===== config.mk =====
export PLATFORM = sky130hd
export DESIGN_NAME = i2c_slave_receiver_flat
export DESIGN_NICKNAME = d
export VERILOG_FILES = /design/src/rtl/i2c_pkg.sv /design/src/rtl/i2c_slave_receiver_if.sv /design/src/rtl/i2c_line_sync.sv /design/src/rtl/i2c_slave_receiver.sv /design/src/flat_wrapper.sv
export SDC_FILE = /design/constraint.sdc
export NUM_CORES = 1
export LEC_CHECK = 0
export ABC_AREA = 1
export ABC_CLOCK_PERIOD_IN_PS = 1450
export BUFFER_PORTS_ARGS = -buffer_cell sky130_fd_sc_hd__buf_2
export CAP_MARGIN = 20
export CELL_PAD_IN_SITES_DETAIL_PLACEMENT = 1
export CELL_PAD_IN_SITES_GLOBAL_PLACEMENT = 2
export CORE_ASPECT_RATIO = 1.25
export CORE_MARGIN = 5
export CORE_UTILIZATION = 30
export CTS_BUF_LIST = sky130_fd_sc_hd__clkbuf_16
export DETAILED_ROUTE_END_ITERATION = 10
export GPL_TIMING_DRIVEN = 0
export PLACE_DENSITY_LB_ADDON = 0.1
export SLEW_MARGIN = 20
export SYNTH_ARGS = -nofsm -noshare
export SYNTH_HDL_FRONTEND = slang
export SYNTH_HIERARCHICAL = 1
export SYNTH_SLANG_ARGS = --single-unit

===== constraint.sdc =====
create_clock -name clk -period 1.45 [get_ports clk]
set_input_delay 0.29 -clock clk [delete_from_list [all_inputs] [get_ports clk]]
set_output_delay 0.29 -clock clk [all_outputs]
set_load 0.05 [all_outputs]

===== src/rtl/i2c_pkg.sv =====
// Shared I2C definitions used by the slave receiver and the master transmitter.
//   i2c_rx_state_t : receiver FSM states
//   I2C_ADDR_W     : 7-bit address width
//   I2C_DATA_W     : data byte width
//   ACK / NACK     : SDA level for the acknowledge bit
//   ack_to_oe()    : maps an acknowledge level onto the open-drain pull-down enable
package i2c_pkg;

  localparam int unsigned I2C_ADDR_W = 7;
  localparam int unsigned I2C_DATA_W = 8;

  localparam logic ACK  = 1'b0;
  localparam logic NACK = 1'b1;

  typedef enum logic [2:0] {
    StIdle,
    StAddr,
    StAddrAck,
    StData,
    StDataAck,
    StIgnore
  } i2c_rx_state_t;

  // Open-drain: only a low level is actively driven.
  function automatic logic ack_to_oe(input logic ack_level);
    return ack_level == 1'b0;
  endfunction

endpackage


===== src/rtl/i2c_slave_receiver_if.sv =====
// Bus and local-side signals of the I2C slave receiver.
//   scl_in, sda_in : pad-level SCL/SDA (pulled-up bus values)
//   sda_oe         : 1 = pull SDA low
//   rx_ready       : local logic can accept a byte
//   rx_data        : last accepted data byte
//   rx_valid       : one-cycle strobe, rx_data updated and ACKed
//   busy           : addressed transaction in progress
//   addr_nack      : one-cycle strobe, read request to this address refused
interface i2c_slave_receiver_if;
  import i2c_pkg::*;

  logic                  scl_in;
  logic                  sda_in;
  logic                  sda_oe;
  logic                  rx_ready;
  logic [I2C_DATA_W-1:0] rx_data;
  logic                  rx_valid;
  logic                  busy;
  logic                  addr_nack;

  modport slave (
    input  scl_in, sda_in, rx_ready,
    output sda_oe, rx_data, rx_valid, busy, addr_nack
  );

  modport master (
    output scl_in, sda_in, rx_ready,
    input  sda_oe, rx_data, rx_valid, busy, addr_nack
  );

endinterface


===== src/rtl/i2c_line_sync.sv =====
// Synchronizer plus history flop for one I2C line.
//   clk, rst : system clock, async active-high reset
//   din      : asynchronous pad level
//   level    : synchronized level
//   rise     : synced level went 0->1 this cycle
//   fall     : synced level went 1->0 this cycle
// All flops reset to 1 so an idle (pulled-up) bus produces no spurious edges.
module i2c_line_sync #(
  parameter int unsigned STAGES = 2  // must be >= 2
) (
  input  logic clk,
  input  logic rst,
  input  logic din,
  output logic level,
  output logic rise,
  output logic fall
);

  logic [STAGES-1:0] sync_q;
  logic              hist_q;

  always_ff @(posedge clk or posedge rst) begin
    if (rst) begin
      sync_q <= '1;
      hist_q <= 1'b1;
    end else begin
      sync_q <= {sync_q[STAGES-2:0], din};
      hist_q <= sync_q[STAGES-1];
    end
  end

  assign level = sync_q[STAGES-1];
  assign rise  = level & ~hist_q;
  assign fall  = ~level & hist_q;

endmodule


===== src/rtl/i2c_slave_receiver.sv =====
// Write-only I2C slave receiver.
//   clk : system clock, at least 8x SCL
//   rst : asynchronous active-high reset
//   bus : i2c_slave_receiver_if.slave (SCL/SDA in, SDA pull-down, byte strobe handshake)
// START/STOP are honoured in every state and override bit events in the same cycle.
module i2c_slave_receiver
  import i2c_pkg::*;
#(
  parameter logic [I2C_ADDR_W-1:0] SLAVE_ADDR  = 7'h42,
  parameter int unsigned           SYNC_STAGES = 2
) (
  input logic                  clk,
  input logic                  rst,
  i2c_slave_receiver_if.slave  bus
);

  logic scl_lvl, scl_rise, scl_fall;
  logic sda_lvl, sda_rise, sda_fall;

  i2c_line_sync #(.STAGES(SYNC_STAGES)) u_scl_sync (
    .clk   (clk),
    .rst   (rst),
    .din   (bus.scl_in),
    .level (scl_lvl),
    .rise  (scl_rise),
    .fall  (scl_fall)
  );

  i2c_line_sync #(.STAGES(SYNC_STAGES)) u_sda_sync (
    .clk   (clk),
    .rst   (rst),
    .din   (bus.sda_in),
    .level (sda_lvl),
    .rise  (sda_rise),
    .fall  (sda_fall)
  );

  logic start_det, stop_det;
  assign start_det = sda_fall & scl_lvl;
  assign stop_det  = sda_rise & scl_lvl;

  i2c_rx_state_t         state_q, state_d;
  logic [3:0]            cnt_q, cnt_d;
  logic [I2C_DATA_W-1:0] shift_q, shift_d;
  logic [I2C_DATA_W-1:0] data_q, data_d;
  logic                  oe_q, oe_d;
  logic                  valid_q, valid_d;
  logic                  busy_q, busy_d;
  logic                  nack_q, nack_d;
  logic [I2C_DATA_W-1:0] byte_in;

  always_ff @(posedge clk or posedge rst) begin
    if (rst) begin
      state_q <= StIdle;
      cnt_q   <= 4'd0;
      shift_q <= '0;
      data_q  <= '0;
      oe_q    <= 1'b0;
      valid_q <= 1'b0;
      busy_q  <= 1'b0;
      nack_q  <= 1'b0;
    end else begin
      state_q <= state_d;
      cnt_q   <= cnt_d;
      shift_q <= shift_d;
      data_q  <= data_d;
      oe_q    <= oe_d;
      valid_q <= valid_d;
      busy_q  <= busy_d;
      nack_q  <= nack_d;
    end
  end

  always_comb begin
    state_d = state_q;
    cnt_d   = cnt_q;
    shift_d = shift_q;
    data_d  = data_q;
    oe_d    = oe_q;
    valid_d = 1'b0;
    busy_d  = busy_q;
    nack_d  = 1'b0;
    // Byte as it stands including the bit sampled on this SCL rise.
    byte_in = {shift_q[I2C_DATA_W-2:0], sda_lvl};

    if (stop_det) begin
      state_d = StIdle;
      cnt_d   = 4'd0;
      oe_d    = 1'b0;
      busy_d  = 1'b0;
    end else if (start_det) begin
      // busy is left alone until the new address is evaluated.
      state_d = StAddr;
      cnt_d   = 4'd0;
      shift_d = '0;
      oe_d    = 1'b0;
    end else begin
      unique case (state_q)
        StIdle: ;
        StAddr, StData: begin
          if (scl_rise) begin
            shift_d = byte_in;
            cnt_d   = 4'(cnt_q + 4'd1);
            if (cnt_q == 4'd7) begin
              if (state_q == StAddr) begin
                if (byte_in[7:1] == SLAVE_ADDR && byte_in[0] == 1'b0) begin
                  state_d = StAddrAck;
                  busy_d  = 1'b1;
                end else begin
                  state_d = StIgnore;
                  busy_d  = 1'b0;
                  nack_d  = (byte_in[7:1] == SLAVE_ADDR);
                end
              end else if (bus.rx_ready) begin
                data_d  = byte_in;
                valid_d = 1'b1;
                state_d = StDataAck;
              end else begin
                state_d = StIgnore;
              end
            end
          end
        end
        StAddrAck, StDataAck: begin
          // oe_q doubles as the phase flag: first SCL fall pulls, second releases.
          if (scl_fall) begin
            if (!oe_q) begin
              oe_d = ack_to_oe(ACK);
            end else begin
              oe_d    = ack_to_oe(NACK);
              state_d = StData;
              cnt_d   = 4'd0;
              shift_d = '0;
            end
          end
        end
        StIgnore: oe_d = 1'b0;
        default: begin
          state_d = StIdle;
          oe_d    = 1'b0;
        end
      endcase
    end
  end

  assign bus.sda_oe    = oe_q;
  assign bus.rx_data   = data_q;
  assign bus.rx_valid  = valid_q;
  assign bus.busy      = busy_q;
  assign bus.addr_nack = nack_q;

endmodule


===== src/flat_wrapper.sv =====
// flat-port wrapper written by rule: the top's interface ports become plain ports
module i2c_slave_receiver_flat import i2c_pkg::*;
#(
  parameter logic [I2C_ADDR_W-1:0] SLAVE_ADDR  = 7'h42,
  parameter int unsigned           SYNC_STAGES = 2
)
  (clk, rst, bus_scl_in, bus_sda_in, bus_rx_ready, bus_sda_oe, bus_rx_data, bus_rx_valid, bus_busy, bus_addr_nack);
  i2c_slave_receiver_if bus_i ();
  input logic clk;
  input logic rst;
  input wire logic [$bits(bus_i.scl_in)-1:0] bus_scl_in;
  input wire logic [$bits(bus_i.sda_in)-1:0] bus_sda_in;
  input wire logic [$bits(bus_i.rx_ready)-1:0] bus_rx_ready;
  output wire logic [$bits(bus_i.sda_oe)-1:0] bus_sda_oe;
  output wire logic [$bits(bus_i.rx_data)-1:0] bus_rx_data;
  output wire logic [$bits(bus_i.rx_valid)-1:0] bus_rx_valid;
  output wire logic [$bits(bus_i.busy)-1:0] bus_busy;
  output wire logic [$bits(bus_i.addr_nack)-1:0] bus_addr_nack;
  assign bus_i.scl_in = bus_scl_in;
  assign bus_i.sda_in = bus_sda_in;
  assign bus_i.rx_ready = bus_rx_ready;
  assign bus_sda_oe = bus_i.sda_oe;
  assign bus_rx_data = bus_i.rx_data;
  assign bus_rx_valid = bus_i.rx_valid;
  assign bus_busy = bus_i.busy;
  assign bus_addr_nack = bus_i.addr_nack;
  i2c_slave_receiver #(.SLAVE_ADDR(SLAVE_ADDR), .SYNC_STAGES(SYNC_STAGES)) u_core (.clk(clk), .rst(rst), .bus(bus_i));
endmodule

### Word-level counts from Yosys, hierarchy flattened

Cells that the tools add are included.
W data, S select, Z words.

| cells by class | value |
|---|---|
| add/subtract/negate cells | 1 |
| eq/ne operators | 17 |
| mux-type cells | 47 |
| bitwise operators | 13 |
| reductions and logical operators | 18 |

Operator list:

| cell | count |
|---|---|
| $mux W7 | 4 |
| $mux W1 | 26 |
| $mux W3 | 8 |
| $mux W4 | 5 |
| $ne A4 B1 Y1 const B | 4 |
| $ne A3 B1 Y1 const B | 5 |
| $reduce_and A5 Y1 | 3 |
| $pmux W7 S2 | 1 |
| $pmux W3 S3 | 1 |
| $pmux W4 S2 | 1 |
| $reduce_bool A2 Y1 | 4 |
| $eq A7 B7 Y1 const B | 1 |
| $not A1 Y1 | 7 |
| $reduce_and A7 Y1 | 1 |
| $and A1 B1 Y1 | 6 |
| $eq A3 B2 Y1 const B | 2 |
| $eq A3 B3 Y1 const B | 2 |
| $reduce_or A2 Y1 | 3 |
| $add A4 B1 Y4 const B | 1 |
| $eq A4 B3 Y1 const B | 1 |
| $reduce_and A4 Y1 | 1 |
| $reduce_bool A4 Y1 | 1 |
| $eq A3 B1 Y1 const B | 1 |
| $logic_not A3 Y1 | 1 |
| 6 further kinds | 6 |

| storage, ports and cells | value |
|---|---|
| register bits | 32 |
| input port bits | 5 |
| output and inout bits | 12 |
| word-level logic and storage cells | 108 |

### Logic depth before layout (Yosys ltp)

| depth | value |
|---|---|
| depth after elaboration | 9 |
| mapped depth | 11 |
| gate-level depth less buffers | 11 |

### Hierarchy

Netlist, hierarchy kept.

Modules (own cells, without submodules):

| module | instances | cells an instance | area an instance (sq um) |
|---|---|---|---|
| i2c_slave_receiver | 1 | 193 | 1430.1 |
| i2c_line_sync | 2 | 8 | 97.6 |

### Worst setup path after synthesis

Ideal clock, no wire load.

| timing path | value |
|---|---|
| kind | reg2reg |
| start point | register u_core.u_sda_sync.hist_q |
| end point | register u_core.shift_q[0] |
| arrival | 1.459 ns |
| required time | 1.385 ns |
| slack | -0.074 ns |
| stages on the path, launching flop included | 11 |
| path buffers | 0 |
| cells stage by stage | dfstp_2 inv_1 nor2_1 nand2_2 inv_1 nor2_1 nand2_1 nand3_4 nor2_4 nand2_1 nand2_1 |

| between the ends | value |
|---|---|
| elaborated cells between the ends (all ways) | 12 |
| those cells by class | eq/ne: 3; mux: 1; bitwise: 6; reduce/logical: 2 |

RTL lines:

| element | RTL line | source |
|---|---|---|
| start: declaration | i2c_line_sync.sv:20 | `logic hist_q;` |
| start signal: assignment | i2c_line_sync.sv:28 | `hist_q <= sync_q[STAGES-1];` |
| $and A1 B1 Y1 * | i2c_line_sync.sv:34 | `assign fall = ~level & hist_q;` |
| named net u_core.sda_fall | i2c_slave_receiver.sv:18 | `logic sda_lvl, sda_rise, sda_fall;` |
| $and A1 B1 Y1 * | i2c_slave_receiver.sv:39 | `assign start_det = sda_fall & scl_lvl;` |
| $ne A3 B1 Y1 (no line) or $reduce_bool A3 Y1 (tied branches) | -- |  |
| $reduce_and A5 Y1 (no line) | -- |  |
| end signal: assignment | i2c_slave_receiver.sv:65 | `shift_q <= shift_d;` |
| end: declaration | i2c_slave_receiver.sv:44 | `logic [I2C_DATA_W-1:0] shift_q, shift_d;` |

The timed path passes the listed nets; every way through them passes the cells marked *.
A chain may end at the register's enable or synchronous reset.

### Final worst setup path

| timing path | value |
|---|---|
| start point | register u_core.u_scl_sync.sync_q[1] |
| end point | register u_core.shift_q[1] |

| between the ends | value |
|---|---|
| cells in the longest elaborated chain, start to end | 4 |
| elaborated cells between the ends (all ways) | 12 |
| those cells by class | eq/ne: 3; mux: 1; bitwise: 6; reduce/logical: 2 |

RTL lines:

| element | RTL line | source |
|---|---|---|
| start: declaration | i2c_line_sync.sv:19 | `logic [STAGES-1:0] sync_q;` |
| start signal: assignment | i2c_line_sync.sv:27 | `sync_q <= {sync_q[STAGES-2:0], din};` |
| $not A1 Y1 | i2c_line_sync.sv:34 |  |
| $and A1 B1 Y1 | i2c_line_sync.sv:34 |  |
| $ne A3 B1 Y1 (no line) | -- |  |
| $reduce_and A5 Y1 (no line) | -- |  |

Several ways; a longest one is shown, not always the timed one.

==> impl_results.md <==
- Synthesized area per cell: around 8 um^2
- Syn nets: ~220
- Routability cong.: about 0.81
- Final hold vios: 0
- DR WL/cell: roughly 15 um
- Root buf cell: clkbuf_16
- Run status: complete, but fails checks
- Synthesis Warnings: 6
- Final setup vio count: 23
- Top delay family on crit path: simple AND/OR/NAND/NOR gates
- Via count normalized by instance count: between 4 and 5
- Via count: 1,587
- Setup repair after global routing missed its margin: true
- Drt drc: 0
- CTS tree: built
- Maximum clock frequency: between 600 and 700 MHz
- CP Cell Sequence: buf_12, nand2_4, inv_6, nor2_4, nand2_2, nand3_4, nor2_4, nand2_1, nand2_1
- Rows: 30
- Final min period: approximately 1.6 ns
- Die span in x: ~76 um
- CP startpoint kind: flip-flop
- Area grow syn2layout: 51.12%
- Period utilization: 109.5%
- Max Clock Skew: between 0.002 and 0.003 ns
- Pwr dens: approximately 1800 nW/um^2
- Max clock buf depth: 2
- TritonCTS Buffers: 5
- Cells on worst reg2reg path: 9
- Chip height: a little over 90 um
- Most common cell after layout, fill and taps aside: nand2_1
- Clk sinks: 32
- CP max stage delay: about 0.57 ns
- Post-synth cell types: 24
- Port buffer count: 16
- Largest net degree at the start of global routing: 27
- Max-slew violation count: 0
- Main flop type after synthesis: dfrtp_1
- Largest fanout on the critical path: 8
- Critical Path RT: around 1.7 ns
- Clk_lat worst skew: 0.27 ns
- Flop2flop setup slack: -0.14 ns
- DPL Wire Length: between 3 and 4 mm
- Critical R2R Capture: u_core/shift_q[1]$_DFFE_PP0P_
- Buf+Inv Stages, Crit Path: 2
- First-pass GRT wire length: between 8 and 9 mm
- Io pins: 17
- Initial antenna violation count: 0
- Tot GR Track Use: 15.10%
- Final WL: between 4 and 5 mm
- Worst path slowest cell: dfstp_2
- Nets: 268
- Crit path arrival time: 1.80 ns
- Final setup TNS: -2.108 ns
- CTS Hold Buffers Added: 0
- Flops & latches, synth: 32
- Post-synthesis cell count: around 210
- P_leak: 1.271 nW
- Cell area after synthesis: roughly 1600 um^2
- Clk pin slew, worst setup/hold paths: ~0.050 ns
- # diodes: 0
- Final antenna-violating net count: 0
- Drt first pass iters: 4
- Most frequent cells in the layout: nand2_1 (49), dfrtp_1 (25), buf_4 (22)
- Min-delay worst type: input port to asynchronous set/reset pin
- Register Area: between 800 and 900 um^2
- Core area: approximately 5300 um^2
- Failing checks: setup timing
- Asr flop ratio synth: 100.0%
- Fraction of layout cells with a size suffix above 1: a little under half
- Worst Path Class, Setup: flip-flop to flip-flop
- Max Cap Violations: 0
- Die area: 6999 um^2
- GR Overflow Total: 0
- Initial Utilization: between 30% and 40%
- Fillcell total: 639
- Crit. End Element: flip-flop
- Slew at the pin with the worst max-slew slack: about 0.6 ns
- Post-route setup slack: -0.1381 ns
- Register area share after synthesis: 49.73%
- Worst vdd ir: slightly above 1 mV
- Area of the multi-input gates: 930.9 um^2
- FF-to-FF Start: u_core/u_scl_sync/sync_q[1]$_DFF_PP1_
- Power Total: 4.482 mW
- Vias in the first global route: ~1,700
- H-tree level count: 2
- Relative slew slack: between 50% and 60%
- Post-synth EDFFs: 0
- Initial DRC Count: 36
- Setup slack at placement: -0.2616 ns
-- per-layer routing --
metal	global-route usage [%]	up-vias	wire length (um)
met1	15.43	799	1765
li1	-	765	-
met4	4.665	0	44
met5	0	-	0
met2	28.86	18	3012
met3	3.366	5	139
-- area by class of cell --
class	count	share of cell area, %
Tap cell	64	3.260
Sequential cell	32	32.96
Buffer	1	0.4585
Inverter	28	4.789
Multi-Input combinational cell	148	37.90
Timing Repair Buffer	46	15.08
Clock inverter	3	0.4585
Clock buffer	5	5.094
-- cells by family after synthesis --
logic type               count (synthesis)  synth area share (%)
AND/OR/NAND/NOR                        125                 34.64
flip-flops                              32                 49.73
buffers and inverters                   29                 7.159
AO/OA/AOI/OAI                           22                 7.698
adder cells (fa/ha/maj)                  1                0.7697
-- repair_timing --
| action | CTS | global route |
|---|---|---|
| setup buffers | 15 | 14 |
| gates resized for setup | 40 | 34 |
| cloned | 1 | 0 |
| endpoints found under the setup margin | 25 | 26 |
| pin swaps | 30 | 21 |
-- state kept, by name, indices dropped and copies added (netlist names) --
register,cells
u_core/bus.sda_oe,1
u_core/bus.rx_data,8
u_core/state_q,3
u_core/u_scl_sync/hist_q,1
u_core/shift_q,7
u_core/bus.addr_nack,1
u_core/u_scl_sync/sync_q,2
u_core/u_sda_sync/sync_q,2
u_core/cnt_q,4
u_core/bus.rx_valid,1
u_core/u_sda_sync/hist_q,1
u_core/bus.busy,1
-- power breakdown --
group	internal [mW]	switching, mW
Combinational	0.848	1.38
Sequential	1.08	0.184
Clock	0.617	0.367
Total	2.55	1.94
-- worst max path at each step --
stage	startpoint	end	slack, ns	cells past startpoint
6_report	u_core/u_scl_sync/sync_q[1]$_DFF_PP1_	u_core/shift_q[1]$_DFFE_PP0P_	-0.14	9
5_1_grt	u_core/u_sda_sync/hist_q$_DFF_PP1_	u_core/shift_q[1]$_DFFE_PP0P_	-0.23	10
4_1_cts	u_core/u_sda_sync/sync_q[1]$_DFF_PP1_	u_core/state_q[0]$_DFFE_PP0P_	-0.16	10
3_5_place_dp	u_core/u_scl_sync/sync_q[1]$_DFF_PP1_	u_core/bus.rx_data[6]$_DFFE_PP0P_	-0.26	7
3_3_place_gp	u_core/u_scl_sync/sync_q[1]$_DFF_PP1_	u_core/bus.rx_data[0]$_DFFE_PP0P_	-0.26	8
2_1_floorplan	u_core/u_sda_sync/hist_q$_DFF_PP1_	u_core/shift_q[0]$_DFFE_PP0P_	-0.005	10
-- stage by stage --
step           area (um^2)  hold slack [ns]  cells  util [%]
6_report              2456          0.07978    327     46.08
5_1_grt               2456          0.09775    327     46.08
4_1_cts               2241          0.07335    313     42.04
3_5_place_dp          1815           0.3473    289     34.06
3_3_place_gp          1815           0.3471    289     34.06
2_1_floorplan         1655           0.2233    209         -
-- synth_stat cells (3+ instances only) --
master / count / share of area, %
nand2_1: 71 / 16
nor2_1: 20 / 4.6
dfrtp_1: 26 / 40
dfstp_2: 6 / 9.7
nor3_1: 4 / 1.2
nand3_1: 13 / 4.0
nand4_1: 3 / 1.2
inv_1: 26 / 6.0
a21oi_1: 3 / 0.92
o21ai_0: 16 / 4.9
nand2_2: 6 / 2.3
Power figures use the tool's default switching activity.
